`config.mk`:
```
export PLATFORM = sky130hd
export DESIGN_NAME = link_rx_fifo
export DESIGN_NICKNAME = d
export VERILOG_FILES = /design/src/rtl/link_rx_fifo_pkg.sv /design/src/rtl/link_fifo_core.sv /design/src/rtl/link_rx_fifo.sv
export SDC_FILE = /design/constraint.sdc
export NUM_CORES = 1
export LEC_CHECK = 0
export BUFFER_PORTS_ARGS = -buffer_cell sky130_fd_sc_hd__buf_2
export CORE_MARGIN = 5
export CORE_UTILIZATION = 53
export CTS_BUF_LIST = sky130_fd_sc_hd__clkbuf_2
export CTS_CLUSTER_SIZE = 28
export DETAILED_ROUTE_END_ITERATION = 8
export HOLD_SLACK_MARGIN = 0.02
export PLACE_DENSITY = 0.87
export RECOVER_POWER = 25
export SKIP_CTS_REPAIR_TIMING = 1
export SLEW_MARGIN = 40
export SYNTH_ARGS = -nofsm -noshare
export SYNTH_HDL_FRONTEND = slang
export SYNTH_SLANG_ARGS = --single-unit
export TNS_END_PERCENT = 20
```
`constraint.sdc`:
```
create_clock -name clk -period 2.2 [get_ports clk]
set_input_delay 0.11 -clock clk [delete_from_list [all_inputs] [get_ports clk]]
set_output_delay 0.11 -clock clk [all_outputs]
set_load 0.01 [all_outputs]
```
`src/rtl/link_rx_fifo_pkg.sv`:
```
// Shared encodings for the link handshake FSMs and default link parameters.
// Imported by the receive FIFO top and its storage core.
package link_rx_fifo_pkg;

  localparam int DEFAULT_DATA_W = 8;

  // Receive-side handshake FSM used inside link_rx_fifo.
  typedef enum logic {
    LINK_IDLE  = 1'b0,
    LINK_ACKED = 1'b1
  } link_state_e;

  // Encodings shared with the upstream master_fsm and the generic slave_fsm.
  typedef enum logic [1:0] {
    MST_IDLE     = 2'd0,
    MST_REQ      = 2'd1,
    MST_WAIT_ACK = 2'd2
  } master_state_e;

  typedef enum logic [1:0] {
    SLV_IDLE  = 2'd0,
    SLV_ACKED = 2'd1,
    SLV_HOLD  = 2'd2
  } slave_state_e;

endpackage

```
`src/rtl/link_fifo_core.sv`:
```
// Circular FIFO storage with wrap-around pointers and an occupancy counter.
// Storage is unreset; only pointers and count are cleared by rst.
module link_fifo_core
  import link_rx_fifo_pkg::*;
#(
  parameter int DATA_W = DEFAULT_DATA_W,
  parameter int DEPTH  = 4
) (
  input  logic                   clk,
  input  logic                   rst,
  input  logic                   push,
  input  logic [DATA_W-1:0]      wr_data,
  input  logic                   pop,
  output logic [DATA_W-1:0]      rd_data,
  output logic [$clog2(DEPTH):0] count,
  output logic                   full,
  output logic                   empty
);

  localparam int AW = $clog2(DEPTH);

  logic [AW-1:0]     wr_ptr_q, wr_ptr_d;
  logic [AW-1:0]     rd_ptr_q, rd_ptr_d;
  logic [AW:0]       count_q, count_d;
  logic [DATA_W-1:0] mem_q [DEPTH];
  logic              do_push, do_pop;

  always_comb begin
    full    = (count_q == (AW+1)'(DEPTH));
    empty   = (count_q == '0);
    do_push = push && !full;
    do_pop  = pop && !empty;
    // DEPTH is a power of two, so natural pointer overflow is the modulo wrap.
    wr_ptr_d = do_push ? wr_ptr_q + AW'(1) : wr_ptr_q;
    rd_ptr_d = do_pop  ? rd_ptr_q + AW'(1) : rd_ptr_q;
    count_d  = count_q;
    case ({do_push, do_pop})
      2'b10:   count_d = count_q + (AW+1)'(1);
      2'b01:   count_d = count_q - (AW+1)'(1);
      default: count_d = count_q;
    endcase
  end

  always_ff @(posedge clk) begin
    if (rst) begin
      wr_ptr_q <= '0;
      rd_ptr_q <= '0;
      count_q  <= '0;
    end else begin
      wr_ptr_q <= wr_ptr_d;
      rd_ptr_q <= rd_ptr_d;
      count_q  <= count_d;
    end
  end

  always_ff @(posedge clk) begin
    if (do_push) mem_q[wr_ptr_q] <= wr_data;
  end

  assign rd_data = mem_q[rd_ptr_q];
  assign count   = count_q;

endmodule

```
`src/rtl/link_rx_fifo.sv`:
```
// Link receiver: 4-phase req/ack slave feeding a FIFO, with a burst counter
// that raises a sticky done once BURST_LEN words have arrived and drained.
module link_rx_fifo
  import link_rx_fifo_pkg::*;
#(
  parameter int DATA_W    = DEFAULT_DATA_W,
  parameter int DEPTH     = 4,
  parameter int BURST_LEN = 4
) (
  input  logic                   clk,
  input  logic                   rst,
  input  logic                   req,
  input  logic [DATA_W-1:0]      data,
  output logic                   ack,
  output logic                   out_valid,
  input  logic                   out_ready,
  output logic [DATA_W-1:0]      out_data,
  output logic [$clog2(DEPTH):0] count,
  output logic                   done
);

  localparam int              WW        = $clog2(BURST_LEN + 1);
  localparam logic [WW-1:0]   BURST_MAX = WW'(BURST_LEN);

  link_state_e   state_q, state_d;
  logic [WW-1:0] words_q, words_d;
  logic          done_q, done_d;
  logic          push, pop, full, empty;

  // Handshake FSM: one write per req pulse, held off while full or done.
  always_comb begin
    state_d = state_q;
    push    = 1'b0;
    case (state_q)
      LINK_IDLE: begin
        if (req && !full && !done_q) begin
          push    = 1'b1;
          state_d = LINK_ACKED;
        end
      end
      LINK_ACKED: begin
        if (!req) state_d = LINK_IDLE;
      end
      default: state_d = LINK_IDLE;
    endcase
  end

  always_comb begin
    words_d = words_q;
    if (push && (words_q != BURST_MAX)) words_d = words_q + WW'(1);
    done_d = done_q || ((words_q == BURST_MAX) && empty);
  end

  always_ff @(posedge clk) begin
    if (rst) begin
      state_q <= LINK_IDLE;
      words_q <= '0;
      done_q  <= 1'b0;
    end else begin
      state_q <= state_d;
      words_q <= words_d;
      done_q  <= done_d;
    end
  end

  assign pop       = !empty && out_ready;
  assign out_valid = !empty;
  assign ack       = (state_q == LINK_ACKED);
  assign done      = done_q;

  link_fifo_core #(
    .DATA_W (DATA_W),
    .DEPTH  (DEPTH)
  ) u_core (
    .clk     (clk),
    .rst     (rst),
    .push    (push),
    .wr_data (data),
    .pop     (pop),
    .rd_data (out_data),
    .count   (count),
    .full    (full),
    .empty   (empty)
  );

endmodule

```
# After elaboration in Yosys (flattened, before gate mapping)
# Memories as Yosys holds them, arrays and structs flattened. A register that Yosys moved wholly into a read port is not among the register bits.
# Cells that the tools add are included.
[op_classes]
addsub = 5
n_mul = 0
div_mod_pow = 0
n_lt_le_gt_ge = 0
eq_ne = 5
n_shift = 0
n_mux = 9
bitwise_logic = 1
n_reduce_logical = 13
[op_table]
columns = ["op", "n"]
rows = [
  ["$logic_and 1x1->1", 7],
  ["$add 3x1->3 const B", 2],
  ["$eq 3x3->1 const B", 2],
  ["$pmux 3 s2", 1],
  ["$mux 1", 5],
  ["$add 2x1->2 const B", 2],
  ["$mux 2", 2],
  ["$logic_not 1->1", 3],
  ["$logic_not 3->1", 1],
  ["$ne 3x3->1 const B", 1],
  ["$sub 3x1->3 const B", 1],
  ["$eq 2x1->1 const B", 1],
  ["$eq 2x2->1 const B", 1],
  ["$pmux 1 s2", 1],
  ["$reduce_bool 2->1", 1],
  ["$logic_or 1x1->1", 1],
  ["$not 1->1", 1],
]
[word_totals]
ff_bits = 12
latchBits = 0
ramBits = 32
romBits = 0
inputBits = 12
out_inout_bits = 14
elab_cells = 40
memories = 1
[memory_table]
columns = ["memory", "words", "word_bits", "read_ports", "rd_clocked_by_memory_dff", "write_ports", "line", "source"]
rows = [
  ["u_core.mem_q", 4, 8, 1, 1, 1, "link_fifo_core.sv:25", "logic [DATA_W-1:0] mem_q [DEPTH];"],
]

# Depth between registers and ports, before layout
# Gate-level depths: netlist of the first run.
[depth]
ltp_word = 9
depth_mapped = 9
mapped_depth_nobuf = 8

# Cells and area by module
# From an unflattened synthesis of the first run, not the netlist that was laid out.
[hier_totals]
hier_cells = 124
area_unflattened_um2 = 1883.1
[modules_own_cells]
columns = ["module", "n_inst", "cells_each", "area_per_inst_um2", "seq_area_each_um2"]
rows = [
  ["link_fifo_core", 1, 96, 1635.3, 1141.1],
  ["link_rx_fifo", 1, 28, 247.7, 100.1],
]

# Worst setup path after synthesis of the first run
# Ideal clock, no wire load.
[synth_path]
kind = "register to register"
from = "register u_core.count_q[2] (netlist: u_core.count[2])"
to = "register u_core.count_q[2] (netlist: u_core.count[2])"
setup_time_ps = 71
arrival_ps = 2167
required_ps = 2129
path_slack_ps = -38
path_stages_with_launch = 10
n_path_buf = 1
synth_period_minus_slack_ps = 2238
path_cell_list = "dfxtp_1 or3b_1 clkbuf_1 nand2_1 ha_1 inv_1 fa_1 xor2_1 or3_1 a21oi_1"
[synth_via]
elab_chain_len = 9
word_cells_on_any_way = 17
cone_classes = "add/sub (2); eq/ne (3); mux (3); reduce/logical (9)"
[synth_lines]
columns = ["item", "line", "source"]
rows = [
  ["start: declaration", "link_fifo_core.sv:24", "logic [AW:0] count_q, count_d;"],
  ["start signal: assignment", "link_fifo_core.sv:52", "count_q <= count_d;"],
  ["$eq 3x3->1", "link_fifo_core.sv:29", "full = (count_q == (AW+1)'(DEPTH));"],
  ["$logic_not 1->1", "link_fifo_core.sv:31, link_rx_fifo.sv:36", ""],
  ["$logic_and 1x1->1 (2 in series)", "link_rx_fifo.sv:36", "if (req && !full && !done_q) begin"],
  ["$mux 1", "link_rx_fifo.sv:36", ""],
  ["$mux 1", "link_rx_fifo.sv:34", "case (state_q)"],
  ["$logic_and 1x1->1", "link_fifo_core.sv:31", "do_push = push && !full;"],
  ["$eq 2x1->1 / $eq 2x2->1 (equally long branches)", "link_fifo_core.sv:37", "case ({do_push, do_pop})"],
  ["$pmux 3 s2 / $reduce_bool 2->1 (equally long branches)", "-", ""],
]
# Parallel ways exist; a longest one is shown, timed or not.
# A chain may end at the register's enable or synchronous reset.

# Final worst setup path of the first run
# Ends and elaborated chain as after synthesis.

==> results of run 1 <==
[metrics by stage]
step	cell area, um^2	setup WS, ns	util	hold WS [ns]	setup TNS, ns
finish	2308	0.03698	0.6811	0.06470	0
global route	2308	-0.003710	0.6811	0.07980	-0.003710
CTS	2152	-0.06005	0.6349	-0.1137	-0.06005
detailed placement	2083	-0.01721	0.6146	0.3311	-0.01721
global placement	2083	0.1620	0.6146	0.3190	0
floorplan	1887	0.009286	-	0.1893	0
[area by class of cell]
cell class	instances	area [um^2]	area share
Tap cell	46	57.56	0.02493
Timing Repair Buffer	42	270.3	0.1171
Inverter	9	33.78	0.01463
Clock inverter	3	43.79	0.01897
Multi-Input combinational cell	63	631.9	0.2737
Clock buffer	5	25.02	0.01084
Sequential cell	46	1246	0.5398
[final timing paths]
check                                    start                              end  slack, ns
setup reg to reg  u_core.count[2]$_SDFFE_PP0P_     u_core.count[2]$_SDFFE_PP0P_       0.04
hold / removal                       out_ready  u_core.rd_ptr_q[0]$_SDFFE_PP0P_       0.06
setup / recovery  u_core.count[2]$_SDFFE_PP0P_     u_core.count[2]$_SDFFE_PP0P_       0.04
hold reg to reg                 ack$_SDFF_PP0_                   ack$_SDFF_PP0_       0.52
[placed cells by master (no fill, tap or decap), types with 2 or more instances in the layout]
cell type      synthesis  routed
edfxtp_1              32      32
buf_2                  1      19
dfxtp_1               14      12
dlygate4sd3_1          0      10
inv_1                  9       9
nor2_1                 9       9
mux4_2                 8       8
buf_4                  0       7
ha_1                   7       6
clkbuf_1               2       6
clkbuf_2               0       5
and3_2                 4       4
a21oi_1                5       4
xor2_1                 4       4
o21ai_0                3       3
nor3_1                 2       2
or3b_4                 1       2
nand3_1                2       2
nand2b_1               2       2
nand2_1                3       2
a31oi_1                2       2
[worst max-delay path: stages, from the launching register on]
cell and delay [ns]:
dfxtp_4 0.42, or3b_4 0.40, nand2_4 0.09, ha_4 0.13, inv_1 0.06, fa_2 0.35
xor2_1 0.16, or3_4 0.38, a21oi_2 0.13
[layer usage]
metal,vias up,wire length [um],part of all wire
met5,-,0,0
met4,0,41,0.012
met3,6,170,0.049
met2,35,1910,0.55
met1,549,1376,0.39
li1,543,-,-
[registers in the layout, indices dropped and copies added, names as in the netlist, named ones only]
register,count
u_core.rd_ptr_q,2
u_core.count,3
u_core.mem_q,32
u_core.wr_ptr_q,2
ack,1
words_q,3
done,1
[power groups by stage]
stage / registers, mW / logic [mW] / clock network (mW)
3_5_place_dp: 1.16 / 0.707 / 0
2_1_floorplan: 1.13 / 0.484 / 0
4_1_cts: 1.15 / 0.714 / 0.468
6_report: 1.14 / 0.823 / 0.460
3_3_place_gp: 1.15 / 0.668 / 0
5_1_grt: 1.16 / 0.896 / 0.507
[cell families after synthesis]
| family | Yosys count | share of synthesized area |
|---|---|---|
| AOI/OAI and AO/OA | 13 | 0.04714 |
| xor gates and xnor gates | 4 | 0.01859 |
| adders and majority gates | 8 | 0.05710 |
| buffers and inverters | 13 | 0.02656 |
| DFF | 46 | 0.6587 |
| muxes | 10 | 0.1069 |
| and+or+nand+nor | 28 | 0.08500 |
==> reports/results.ini, run 1 <==
[synth]
seq_area_frac_synth = 0.6587
yosys-top-cells-area = edfxtp_1 51%, dfxtp_1 15%, mux4_2 9.6%, ha_1 4.6%, xor2_1 1.9%
ys_ff_latch = 46
synth_warnings = 0
synth_most_common_cell = edfxtp_1
ys.flop_type = edfxtp_1
ys_top_cells_by_count = 32 x edfxtp_1, 14 x dfxtp_1, 9 x inv_1, 9 x nor2_1, 8 x mux4_2
syn_avg_cell_area_um2 = 15.45
synth_nets = 142
syn_inst = 122
async_reset_ff_frac = 0
yosysTopAreaCellShare = 0.5100
synth_area_mm2 = 0.001884
synth_top_cell_by_area = edfxtp_1
synth_edf_count = 32
yosysUniqueCellTypes = 30

[drt]
drc = 0
firstDrtPassIters = 4
wl_per_cell_um = 16.35
via_per_inst = 5.294
final_antenna_net_count = 0
drt_iter0_drc = 74
vias = 1133
routed_wl_um = 3499

[grt]
grt_use_met1 = 0.1667
grt_pass1_wl_um = 5499
grt_max_degree = 16
grt_overflow = 0
first_global_vias = 1148
gr-usage-met2 = 0.2532
antenna_found_initial = 0
grt_usage = 0.1418
gr-usage-met3 = 0.04058
top_usage_layer = met2

[run]
drv_cap = 0

[power_and_ir_drop]
ir_drop_mv = 0.9781
p_seq_frac = 0.471
p_leak_nw = 0.8585
clockPowerShare = 0.190
p_per_area_mw_per_mm2 = 1051
switching_share = 0.3196
combPwrFrac = 0.339
power.internal_mw = 1.650
total_power_mw = 2.425
p_switching_mw = 0.7751

[clock_tree]
cts.htree.levels = 2
cts_root_buffer = clkbuf_2
clockBufferDepth = 2
cts_buffers = 5
clk_pin_slew_ns = 0.23
numClockSinks = 46
cts_tree = yes
clk_latency_ns = 0.40

[finish]
nFillCells = 240
fin_cells = 214
antenna_cells = 0
drive_gt1_frac = 0.3452
fin_nets = 187
syn2layout_area_growth_pct = 22.51

[worst_setup_path]
ff2ff_path_depth = 8
cp-end-kind = flip-flop
arrival_ns = 2.50
worst_setup_path_start_kind = flip-flop
path_class = flip-flop to flip-flop
required_ns = 2.54
path_max_fanout = 5

[sta]
final-hold-violation-count = 0
maxSlewHeadroom = 0.6510
period_needed_ns = 2.163
finalSetupViolations = 0
worstMarginPinSlew_ns = 0.5224
fin_crit_sh = 0.9832
fmax_mhz = 462.3
finalClockSkew_ns = 0.01772
slew_violations = 0

[die]
num_io_pins = 26
rows = 21
die_area_mm2 = 0.004848
die_w_um = 69.63
die_y_um = 69.63
core-area_mm2 = 0.003390
initial_core_util = 0.5559

[placement]
io_buffers = 25
gp_congestion = 0.7631
hpwl_um = 2344
placed_cells = 193

[min_path]
hp-class = primary input to flip-flop
holdPathStages = 4

[run_status]
outcome = completed

No activity file was read; power rests on OpenSTA's default activity.
==> inputs of run 2 (changes only) <==
--- a/config.mk
+++ b/config.mk
@@ -5,6 +5,7 @@
 export SDC_FILE = /design/constraint.sdc
 export NUM_CORES = 1
 export LEC_CHECK = 0
+export ABC_AREA = 1
 export BUFFER_PORTS_ARGS = -buffer_cell sky130_fd_sc_hd__buf_2
 export CORE_MARGIN = 5
 export CORE_UTILIZATION = 53
@@ -12,8 +13,9 @@
 export CTS_CLUSTER_SIZE = 28
 export DETAILED_ROUTE_END_ITERATION = 8
 export HOLD_SLACK_MARGIN = 0.02
-export PLACE_DENSITY = 0.87
+export PLACE_DENSITY = 0.77
 export RECOVER_POWER = 25
+export REMOVE_ABC_BUFFERS = 1
 export SKIP_CTS_REPAIR_TIMING = 1
 export SLEW_MARGIN = 40
 export SYNTH_ARGS = -nofsm -noshare
==> reports/results.ini, run 2 <==
[sta]
final-hold-violation-count = 0
worst_slack_ns = 0.3511
finalSetupViolations = 0
slew_violations = 0
fin_crit_sh = 0.8404
worstMarginPinSlew_ns = 0.3158
fmax_mhz = 540.9
period_needed_ns = 1.849
maxSlewHeadroom = 0.7892
tns_ns = 0
rsz0062_at_grt = false
finalClockSkew_ns = 0.01241

[worst_setup_path]
timing.rr.start = u_core.count[0]$_SDFFE_PP0P_
reg2reg_to = u_core.count[2]$_SDFFE_PP0P_
startpoint = u_core.count[0]$_SDFFE_PP0P_
arrival_ns = 2.16
path_max_fanout = 8
cp-endpoint = u_core.count[2]$_SDFFE_PP0P_
required_ns = 2.51
r2r_slack_ns = 0.35
ff2ff_path_depth = 12
cp-end-kind = flip-flop
worst_setup_path_start_kind = flip-flop
path_class = flip-flop to flip-flop

[drt]
wl_per_cell_um = 12.25
vias = 1354
routed_wl_um = 3308
final_antenna_net_count = 0
drt_iter0_drc = 74
drc = 0
via_per_inst = 5.015
firstDrtPassIters = 4

[clock_tree]
clockBufferDepth = 2
clk_latency_ns = 0.39
cts.htree.levels = 2
clk_pin_slew_ns = 0.22
numClockSinks = 46
cts_tree = yes
cts_root_buffer = clkbuf_2
cts_buffers = 5

[grt]
antenna_found_initial = 0
grt_max_degree = 17
first_global_vias = 1184
grt_pass1_wl_um = 5361
grt_overflow = 0
grt_usage = 0.1383

[placement]
placed_cells = 252
gp_congestion = 0.7876
dpl_worst_slack_ns = 0.3640
hpwl_um = 2297
io_buffers = 25

[power_and_ir_drop]
p_leak_nw = 0.9237
p_per_area_mw_per_mm2 = 983.7
total_power_mw = 2.261
ir_drop_mv = 0.7235

[synth]
syn_inst = 176
ys.flop_type = edfxtp_1
syn_avg_cell_area_um2 = 11.02
ys_ff_latch = 46
synth_area_mm2 = 0.001939
async_reset_ff_frac = 0
ys_top_cells_by_count = 33 x nor2_1, 32 x edfxtp_1, 22 x inv_1, 17 x o21ai_0, 15 x nand2_1
synth_top_cell_by_area = edfxtp_1
yosysTopAreaCellShare = 0.4955
seq_area_frac_synth = 0.6400
yosysUniqueCellTypes = 20
synth_edf_count = 32
synth_most_common_cell = nor2_1
yosys-top-cells-area = edfxtp_1 50%, dfxtp_1 14%, nor2_1 6.4%, ha_1 4.5%, o21ai_0 4.4%
synth_warnings = 0

[min_path]
hp-class = primary input to flip-flop
min_from = out_ready

[finish]
fin_cells = 270
antenna_cells = 0
top_register = u_core.mem_q
multi_input_area_um2 = 589.3
largest_reg_flops = 32
area.sequential_mm2 = 0.001241
final_cell_mix = 33 x nor2_1, 32 x edfxtp_1, 22 x inv_1, 17 x o21ai_0, 17 x buf_2
final_common_cell = nor2_1
drive_gt1_frac = 0.1802
fin_nets = 241
syn2layout_area_growth_pct = 18.52
nFillCells = 293

[die]
num_io_pins = 26
initial_core_util = 0.5378
die_y_um = 70.49
rows = 22
die_w_um = 70.49
die_area_mm2 = 0.004969
core-area_mm2 = 0.003606

[run_status]
outcome = completed

[run]
drv_cap = 0

run 2: changes by cell type after synthesis, sizes merged, moves of 3 or more:
cell   before  now
xor2        4    0
inv         9   23
nand2       3   21
and3        4    0
nand3       2    5
mux4        8    0
o22ai       0    8
nor2        9   35
o21ai       3   19
run 2: cells by family (layout without fill, tap and decap cells):
group | count (synthesis) | after routing | share of synthesized area
buf+inv | 25 | 71 | 0.05613
fa+ha+maj | 8 | 8 | 0.05548
compound gates | 34 | 34 | 0.09290
simple gates | 63 | 63 | 0.1555
flops | 46 | 46 | 0.6400
run 2: worst min-delay path by stage:
stage                                            to  slack [ns]  cells after the start
detailed placement     u_core.mem_q[3][7]$_DFFE_PP_        0.33                      1
global route        u_core.rd_ptr_q[0]$_SDFFE_PP0P_        0.06                      4
global placement       u_core.mem_q[0][3]$_DFFE_PP_        0.32                      1
finish                                    flip-flop        0.07                      4
floorplan                            ack$_SDFF_PP0_        0.18                      1
CTS                 u_core.wr_ptr_q[1]$_SDFFE_PP0P_       -0.12                      2
run 2: final cells by class:
cell class	instances	share of cell area
clock buffer	5	0.01089
clock inverter	3	0.01905
inverter	23	0.03756
multi-input combinational	105	0.2564
sequential	46	0.5400
tap	48	0.02613
timing repair buffer	40	0.1100
run 2: report_power, final:
part | switching (mW) | total [mW] | internal, mW | leakage, nW
clock | 0.260 | 0.455 | 0.195 | 0.0433
sequential | 0.0834 | 1.12 | 1.03 | 0.407
combinational | 0.421 | 0.688 | 0.267 | 0.473
total | 0.765 | 2.26 | 1.50 | 0.924
run 2: routing by layer:
| metal | wire [um] | up-vias | track usage |
|---|---|---|---|
| li1 | - | 686 | - |
| met1 | 1447 | 629 | 0.1676 |
| met2 | 1648 | 33 | 0.2287 |
| met3 | 172 | 6 | 0.04460 |
| met4 | 40 | 0 | 0.05106 |
| met5 | 0 | - | 0 |
run 2: stage by stage:
stage               utilization  cell area (um^2)  hold WS [ns]
floorplan                     -              1917        0.1791
detailed placement       0.5933              2140        0.3323
CTS                      0.6124              2208       -0.1233
global route             0.6374              2298       0.06030
global placement         0.5933              2140        0.3248
finish                   0.6374              2298       0.06957
run 2: critical path, cell delays in order, from the launching register on:
cell	delay, ns
dfxtp_1	0.41
nor2_4	0.18
nand2_4	0.10
nand2_4	0.12
ha_1	0.15
inv_1	0.07
fa_1	0.38
nor2_1	0.11
nor2_1	0.04
nand2_1	0.07
nand2_1	0.06
nand2_1	0.05
nor2_1	0.04
